--- src/rtl/bus_arbiter_pkg.sv ---
// Shared encodings for the fetch/load-store bus arbiter: access sizes and FSM states.
package bus_arbiter_pkg;

    typedef enum logic [1:0] {
        SIZE_B = 2'd0,
        SIZE_H = 2'd1,
        SIZE_W = 2'd2,
        SIZE_D = 2'd3
    } size_e;

    typedef enum logic [2:0] {
        ARB_IDLE     = 3'd0,
        ARB_IF_ADDR  = 3'd1,
        ARB_IF_DATA  = 3'd2,
        ARB_MEM_ADDR = 3'd3,
        ARB_MEM_DATA = 3'd4
    } arb_state_e;

endpackage

--- src/rtl/bus_arbiter.sv ---
// Arbitrates the single memory bus port between instruction fetch and load/store,
// with registered grants, one-cycle done pulses and stale-fetch draining on flush.
//
// state        | meaning
// -------------+-----------------------------------------------------------
// ARB_IDLE     | no transaction; pick an eligible requester (MEM first)
// ARB_IF_ADDR  | fetch request on the bus, waiting for bus_ready
// ARB_IF_DATA  | fetch accepted, waiting for bus_rvalid
// ARB_MEM_ADDR | load/store request on the bus, waiting for bus_ready
// ARB_MEM_DATA | load/store accepted, waiting for bus_rvalid (data or write ack)
module bus_arbiter
    import bus_arbiter_pkg::*;
#(
    parameter int ADDR_W = 64,
    parameter int DATA_W = 64
) (
    input  logic                clk,
    input  logic                rst,

    input  logic                if_req,
    input  logic [ADDR_W-1:0]   if_addr,
    input  logic                if_flush,
    output logic [DATA_W-1:0]   if_rdata,
    output logic                if_done,

    input  logic                mem_req,
    input  logic                mem_we,
    input  logic [ADDR_W-1:0]   mem_addr,
    input  logic [DATA_W-1:0]   mem_wdata,
    input  logic [DATA_W/8-1:0] mem_wstrb,
    input  logic [1:0]          mem_size,
    output logic [DATA_W-1:0]   mem_rdata,
    output logic                mem_done,

    output logic                bus_valid,
    input  logic                bus_ready,
    output logic                bus_we,
    output logic [ADDR_W-1:0]   bus_addr,
    output logic [DATA_W-1:0]   bus_wdata,
    output logic [DATA_W/8-1:0] bus_wstrb,
    output logic [1:0]          bus_size,
    input  logic                bus_rvalid,
    input  logic [DATA_W-1:0]   bus_rdata,

    output logic                if_stall_req,
    output logic                mem_stall_req
);

    arb_state_e state;
    logic       drop;
    logic       if_elig;
    logic       mem_elig;

    // A requester in its done cycle still shows the old address on its req lines.
    assign if_elig       = if_req & ~if_done;
    assign mem_elig      = mem_req & ~mem_done;

    assign if_stall_req  = if_req & ~if_done;
    assign mem_stall_req = mem_req & ~mem_done;

    always_ff @(posedge clk) begin
        if (rst) begin
            state     <= ARB_IDLE;
            drop      <= 1'b0;
            bus_valid <= 1'b0;
            bus_we    <= 1'b0;
            bus_addr  <= '0;
            bus_wdata <= '0;
            bus_wstrb <= '0;
            bus_size  <= 2'b00;
            if_done   <= 1'b0;
            mem_done  <= 1'b0;
            if_rdata  <= '0;
            mem_rdata <= '0;
        end else begin
            if_done  <= 1'b0;
            mem_done <= 1'b0;
            case (state)
                ARB_IDLE: begin
                    if (mem_elig) begin
                        bus_valid <= 1'b1;
                        bus_we    <= mem_we;
                        bus_addr  <= mem_addr;
                        bus_wdata <= mem_wdata;
                        bus_wstrb <= mem_wstrb;
                        bus_size  <= mem_size;
                        state     <= ARB_MEM_ADDR;
                    end else if (if_elig) begin
                        bus_valid <= 1'b1;
                        bus_we    <= 1'b0;
                        bus_addr  <= if_addr;
                        bus_wdata <= '0;
                        bus_wstrb <= '0;
                        bus_size  <= SIZE_D;
                        state     <= ARB_IF_ADDR;
                    end
                end
                ARB_IF_ADDR: begin
                    if (if_flush)
                        drop <= 1'b1;
                    if (bus_ready) begin
                        bus_valid <= 1'b0;
                        state     <= ARB_IF_DATA;
                    end
                end
                ARB_IF_DATA: begin
                    if (bus_rvalid) begin
                        // A flush arriving with the data also makes it stale.
                        if (!(drop || if_flush)) begin
                            if_rdata <= bus_rdata;
                            if_done  <= 1'b1;
                        end
                        drop  <= 1'b0;
                        state <= ARB_IDLE;
                    end else if (if_flush) begin
                        drop <= 1'b1;
                    end
                end
                ARB_MEM_ADDR: begin
                    if (bus_ready) begin
                        bus_valid <= 1'b0;
                        state     <= ARB_MEM_DATA;
                    end
                end
                ARB_MEM_DATA: begin
                    if (bus_rvalid) begin
                        mem_rdata <= bus_rdata;
                        mem_done  <= 1'b1;
                        state     <= ARB_IDLE;
                    end
                end
                default: begin
                    state     <= ARB_IDLE;
                    bus_valid <= 1'b0;
                    drop      <= 1'b0;
                end
            endcase
        end
    end

endmodule
--- config.mk ---
export PLATFORM = sky130hd
export DESIGN_NAME = bus_arbiter
export DESIGN_NICKNAME = d
export VERILOG_FILES = /design/src/rtl/bus_arbiter_pkg.sv /design/src/rtl/bus_arbiter.sv
export SDC_FILE = /design/constraint.sdc
export NUM_CORES = 1
export LEC_CHECK = 0
export ABC_CLOCK_PERIOD_IN_PS = 3400
export BUFFER_PORTS_ARGS = -buffer_cell sky130_fd_sc_hd__buf_2
export CORE_AREA = 4 4 211 213
export CTS_CLUSTER_DIAMETER = 200
export DETAILED_ROUTE_END_ITERATION = 6
export DIE_AREA = 0 0 215 217
export GPL_TIMING_DRIVEN = 0
export PLACE_DENSITY_LB_ADDON = 0.05
export SLEW_MARGIN = 10
export SYNTH_ARGS = -nofsm -noshare
export SYNTH_HDL_FRONTEND = slang
export SYNTH_SLANG_ARGS = --single-unit
export TNS_END_PERCENT = 5
--- constraint.sdc ---
create_clock -name clk -period 3.4 [get_ports clk]
set_clock_uncertainty 0.1 [all_clocks]
set_input_delay 0.17 -clock clk [delete_from_list [all_inputs] [get_ports clk]]
set_output_delay 0.17 -clock clk [all_outputs]
set_load 0.01 [all_outputs]
# --- Yosys cells after proc, flatten, opt, wreduce, memory -nomap -nowiden ---
# Cells that the tools add are included.
word_totals:
  register_bits: 274
  word_cells: 68
  in_bits: 274
  output_inout_bits: 272
classes:
  n_mux: 25
  n_reduce_logical: 13
  n_bitwise: 9
  eq_ne: 9
op_table:
  columns: ["cell", "count"]
  rows:
  - ["64-bit two-way mux", 4]
  - ["8-bit two-way mux", 2]
  - ["3-bit two-way mux", 5]
  - ["3-bit one-hot mux with 4 select lines", 1]
  - ["1-bit two-way mux", 9]
  - ["1-bit inverter", 7]
  - ["3-bit by 2-bit equality test with 1-bit output (second input constant)", 2]
  - ["1-bit one-hot mux with 3 select lines", 2]
  - ["3-bit AND reduction", 2]
  - ["2-bit OR reduction", 3]
  - ["3-bit OR reduction", 2]
  - ["2-bit two-way mux", 2]
  - ["2-bit by 1-bit != test with 1-bit output (second input constant)", 2]
  - ["2-bit != test (second input constant)", 2]
  - ["2-bit AND reduction", 2]
  - ["4-bit AND reduction", 1]
  - ["3-bit by 1-bit equality test with 1-bit output (second input constant)", 1]
  - ["3-bit equality test (second input constant)", 1]
  - ["3-bit zero test", 1]
  - ["3-bit != test (second input constant)", 1]
  - ["1-bit AND", 2]
  - ["2-bit nonzero test", 1]
  - ["1-bit logical OR", 1]

# --- Depth between registers and ports, before layout ---
depth:
  word_depth: 5
  ltp_mapped: 7
  depth_no_buf: 5

# --- Worst setup path after synthesis ---
# OpenSTA, ideal clock, no wires.
synth_timing:
  kind: "reg-to-reg"
  start: "register mem_done"
  end: "register bus_addr[13]"
  required_ns: 3.209
  arrival_ns: 1.398
  stages_incl_launch_ff: 6
  setup_ns: 0.091
  setup_slack_ns: 1.812
  path_cell_list: "dfxtp_1 > nand2b_1 > clkbuf_1 > clkbuf_1 > nand2_1 > a311oi_1"
synth_between:
  elab_chain_len: 4
  word_cells_on_any_way: 5
  classes_between: "mux (1); bitwise (2); reduce/logical (2)"
synth_rtl:
  columns: ["element", "line", "text"]
  rows:
  - ["start, declared", "bus_arbiter.sv:33", "output logic mem_done,"]
  - ["start signal, assigned", "bus_arbiter.sv:72", "mem_done <= 1'b0;"]
  - ["start signal, assigned", "bus_arbiter.sv:77", "mem_done <= 1'b0;"]
  - ["start signal, assigned", "bus_arbiter.sv:128", "mem_done <= 1'b1;"]
  - ["1-bit inverter *", "bus_arbiter.sv:56", "assign mem_elig = mem_req & ~mem_done;"]
  - ["1-bit AND *", "bus_arbiter.sv:56", null]
  - ["2-bit nonzero test (no source line)", null, null]
  - ["2-bit AND reduction (no source line)", null, null]
  - ["end signal, assigned", "bus_arbiter.sv:83", "bus_addr <= mem_addr;"]
  - ["end signal, assigned", "bus_arbiter.sv:91", "bus_addr <= if_addr;"]
  - ["end, declared", "bus_arbiter.sv:38", "output logic [ADDR_W-1:0] bus_addr,"]
# Every way passes the cells marked *; elsewhere a longest branch is shown, timed or not.
# A chain may end at the register's enable or synchronous reset.

# --- Final worst setup path ---
layout_timing:
  start: "register mem_done"
  end: "register bus_addr[50]"
# The elaborated chain is that of the path after synthesis.

==> flow_summary.yaml <==
status:
  outcome: "finished clean"
logic_synthesis:
  synth.avg_cell_area_sq_um: 8.20
  synth.net_count: 1486
  synth_warnings: 0
  synth_ff_type: "dfxtp_1"
  synth_top_cell_area_share: 0.552
  ys_ff_latch: 274
  synth-edff-count: 0
  async_flop_share: 0
  synth_area_leaders: "dfxtp_1, nand2_1, a21oi_1, a311oi_1, a22oi_1"
  syn_area_sq_mm: 0.00994
  synthCells: 1212
  synth_top_cell_by_area: "dfxtp_1"
  seq_area_frac_synth: 0.552
  synthDistinctLibCells: 28
cts:
  tritoncts: "done"
  cts_max_path_buffers: 3
  ctsHtreeMaxLevel: 2
  clk_pin_slew_ns: 0.06
  post_cts_buffers: 0
  cts_made_buffers: 35
  clock_latency_ns: 0.53
  clock_sinks: 274
  cts_root_buffer: "clkbuf_16"
die:
  die_area_sq_mm: 0.0467
  io_pins: 546
  core_sq_mm: 0.0427
  dieHeight_um: 217
  start_util: 0.233
  rows: 76
  die_x_um: 215
pwr:
  p_leak_nw: 7.92
  irDropWorstVdd_v: 0.000339
  p_per_area_mw_per_mm2: 557
worst_setup_path:
  crit_path_start_kind: "flop"
  cp_max_fo: 10
  crit_top_cell: "clkbuf_1"
  r2r_start: "mem_done"
  rrSetupSlack_ns: 0.71
  required_ns: 3.76
  critPathBufInv: 3
  slowest_stage: "dlygate4sd3_1"
  reg2regPathDepth: 6
  path_class: "flop to flop"
  max_stage_delay_ns: 0.59
  r2r-end: "bus_addr[50]"
  arrival_ns: 3.05
  critPathTopFamily: "buffers and inverters"
  end_kind: "flop"
  path_cells: "nand2b_1, clkbuf_1, clkbuf_1, nand2_1, a311oi_1, dlygate4sd3_1"
route:
  firstDrtPassIters: 4
  drt.antenna.violating_nets: 0
  wl_per_cell_um: 18.3
  drc_errors: 0
  drt_wl_total_mm: 48.3
  routed-via-count: 11619
  first_iter_violations: 596
  via_per_inst: 4.41
finish:
  fin_util: 0.402
  area_delta_synth_final_pct: 72.7
  layout.nets: 2338
  drive_above_1_share: 0.308
  final_cell_mix: "buf_2, nand2_1, dfxtp_1, dlygate4sd3_1, nor2_1"
  final_common_cell: "buf_2"
  stdcell_area_sq_mm: 0.0172
timing:
  slew_viol_final: 0
  hold_viol: 0
  slew_headroom: 0.489
  period_share: 0.791
  fin_setup_tns_ns: 0
  fin_crit_ns: 2.69
  timing.fmax_mhz: 372
  rsz0062_at_grt: "no"
  final-setup-viol-count: 0
  tightest_slew_ns: 0.767
  hold_ws_ns: 0.0696
global_route:
  grt_max_degree: 12
  antenna_found_initial: 10
  grt.total_usage: 0.200
  grt_pass1_vias: 12247
  grt_overflow: 0
  grt_pass1_wl_mm: 73.3
worst_hold_path:
  hold_class: "input port to flop"
  hp-start: "bus_rvalid"
  hold_depth: 3
  worstHoldEndpoint: "state[1]"
flow_run:
  cap_violations: 0
placed_design:
  placed_area_sq_mm: 0.0134
  portBuffers: 545
  hpwl_mm: 36.3
  place.gp.congestion: 0.842
metrics by stage:
step           total power, W  cells  setup slack [ns]
3_5_place_dp          0.00558   2303              1.24
4_1_cts               0.00974   2628             0.687
5_1_grt                0.0101   2632             0.484
2_1_floorplan         0.00469   1212              1.81
3_3_place_gp          0.00558   2303              1.25
6_report              0.00957   2632             0.710
cell families (layout without fill, tap and decap cells):
family,count (synthesis),count (layout),share of synthesized area
AOI/OAI and AO/OA,278,278,0.184
and+or+nand+nor,550,550,0.213
other,0,4,0
DFF,274,274,0.552
buffers and inverters,108,978,0.0495
muxes,2,2,0.00201
how the worst max path moves through the flow:
stage	from	slack [ns]	end	depth (start not counted)
finish	mem_done	0.71	bus_addr[50]	6
global route	mem_done	0.48	bus_addr[50]	6
global placement	mem_done	1.25	bus_addr[30]	5
floorplan	mem_done	1.81	bus_addr[13]	5
CTS	mem_done	0.69	bus_addr[22]	6
detailed placement	mem_done	1.24	bus_addr[57]	5
worst reg2reg max path, delay by kind of cell, from the launching register on:
kind            cells  cell delay [ns]
simple gates        2             0.32
compound gates      1             0.29
flops               1             0.34
buf+inv             3             1.59
cells in the mapped netlist, drive strengths merged, types with 2 or more instances:
cell and n:
a21oi 133, a22oi 73, a311oi 64, buf 55, clkbuf 50, dfxtp 274, inv 3, mux2i 2
nand2 387, nand2b 5, nand3 2, nor2 146, nor2b 2, nor3 3, o21ai 4, o22ai 2
state kept, by name, indices dropped and copies added (netlist names), 2 cells and up:
| name | count |
|---|---|
| bus_size | 2 |
| bus_wdata | 64 |
| bus_wstrb | 8 |
| state | 3 |
| mem_rdata | 64 |
| bus_addr | 64 |
| if_rdata | 64 |
routing by layer:
| layer | global-route usage | vias up | share of wire |
|---|---|---|---|
| li1 | - | 5787 | - |
| met1 | 0.233 | 5367 | 0.41 |
| met2 | 0.353 | 375 | 0.49 |
| met3 | 0.0649 | 78 | 0.072 |
| met4 | 0.0586 | 12 | 0.028 |
| met5 | 0 | - | 0.0015 |
area by class of cell:
| type | count | area, sq um |
|---|---|---|
| multi-input cells | 830 | 3970 |
| fillers | 4529 | 25500 |
| clock buffers | 51 | 1040 |
| diodes | 4 | 10.0 |
| repair buffers | 815 | 5430 |
| plain buffers | 105 | 480 |
| inverters | 3 | 11.3 |
| clock inverters | 4 | 70.1 |
| well taps | 546 | 683 |
| flip-flops and latches | 274 | 5490 |
power breakdown:
part	switching (W)	leakage [nW]	internal (W)
Combinational	0.00121	5.14	0.00102
Sequential	0.000156	2.23	0.00352
Clock	0.00141	0.545	0.00225
repair_timing:
item | in CTS | in global routing
hold buffers | 270 | 0
endpoints found under the hold margin | 272 | 0
gates resized for setup | 0 | 0
Note: power is estimated with default switching activity, not from simulation.
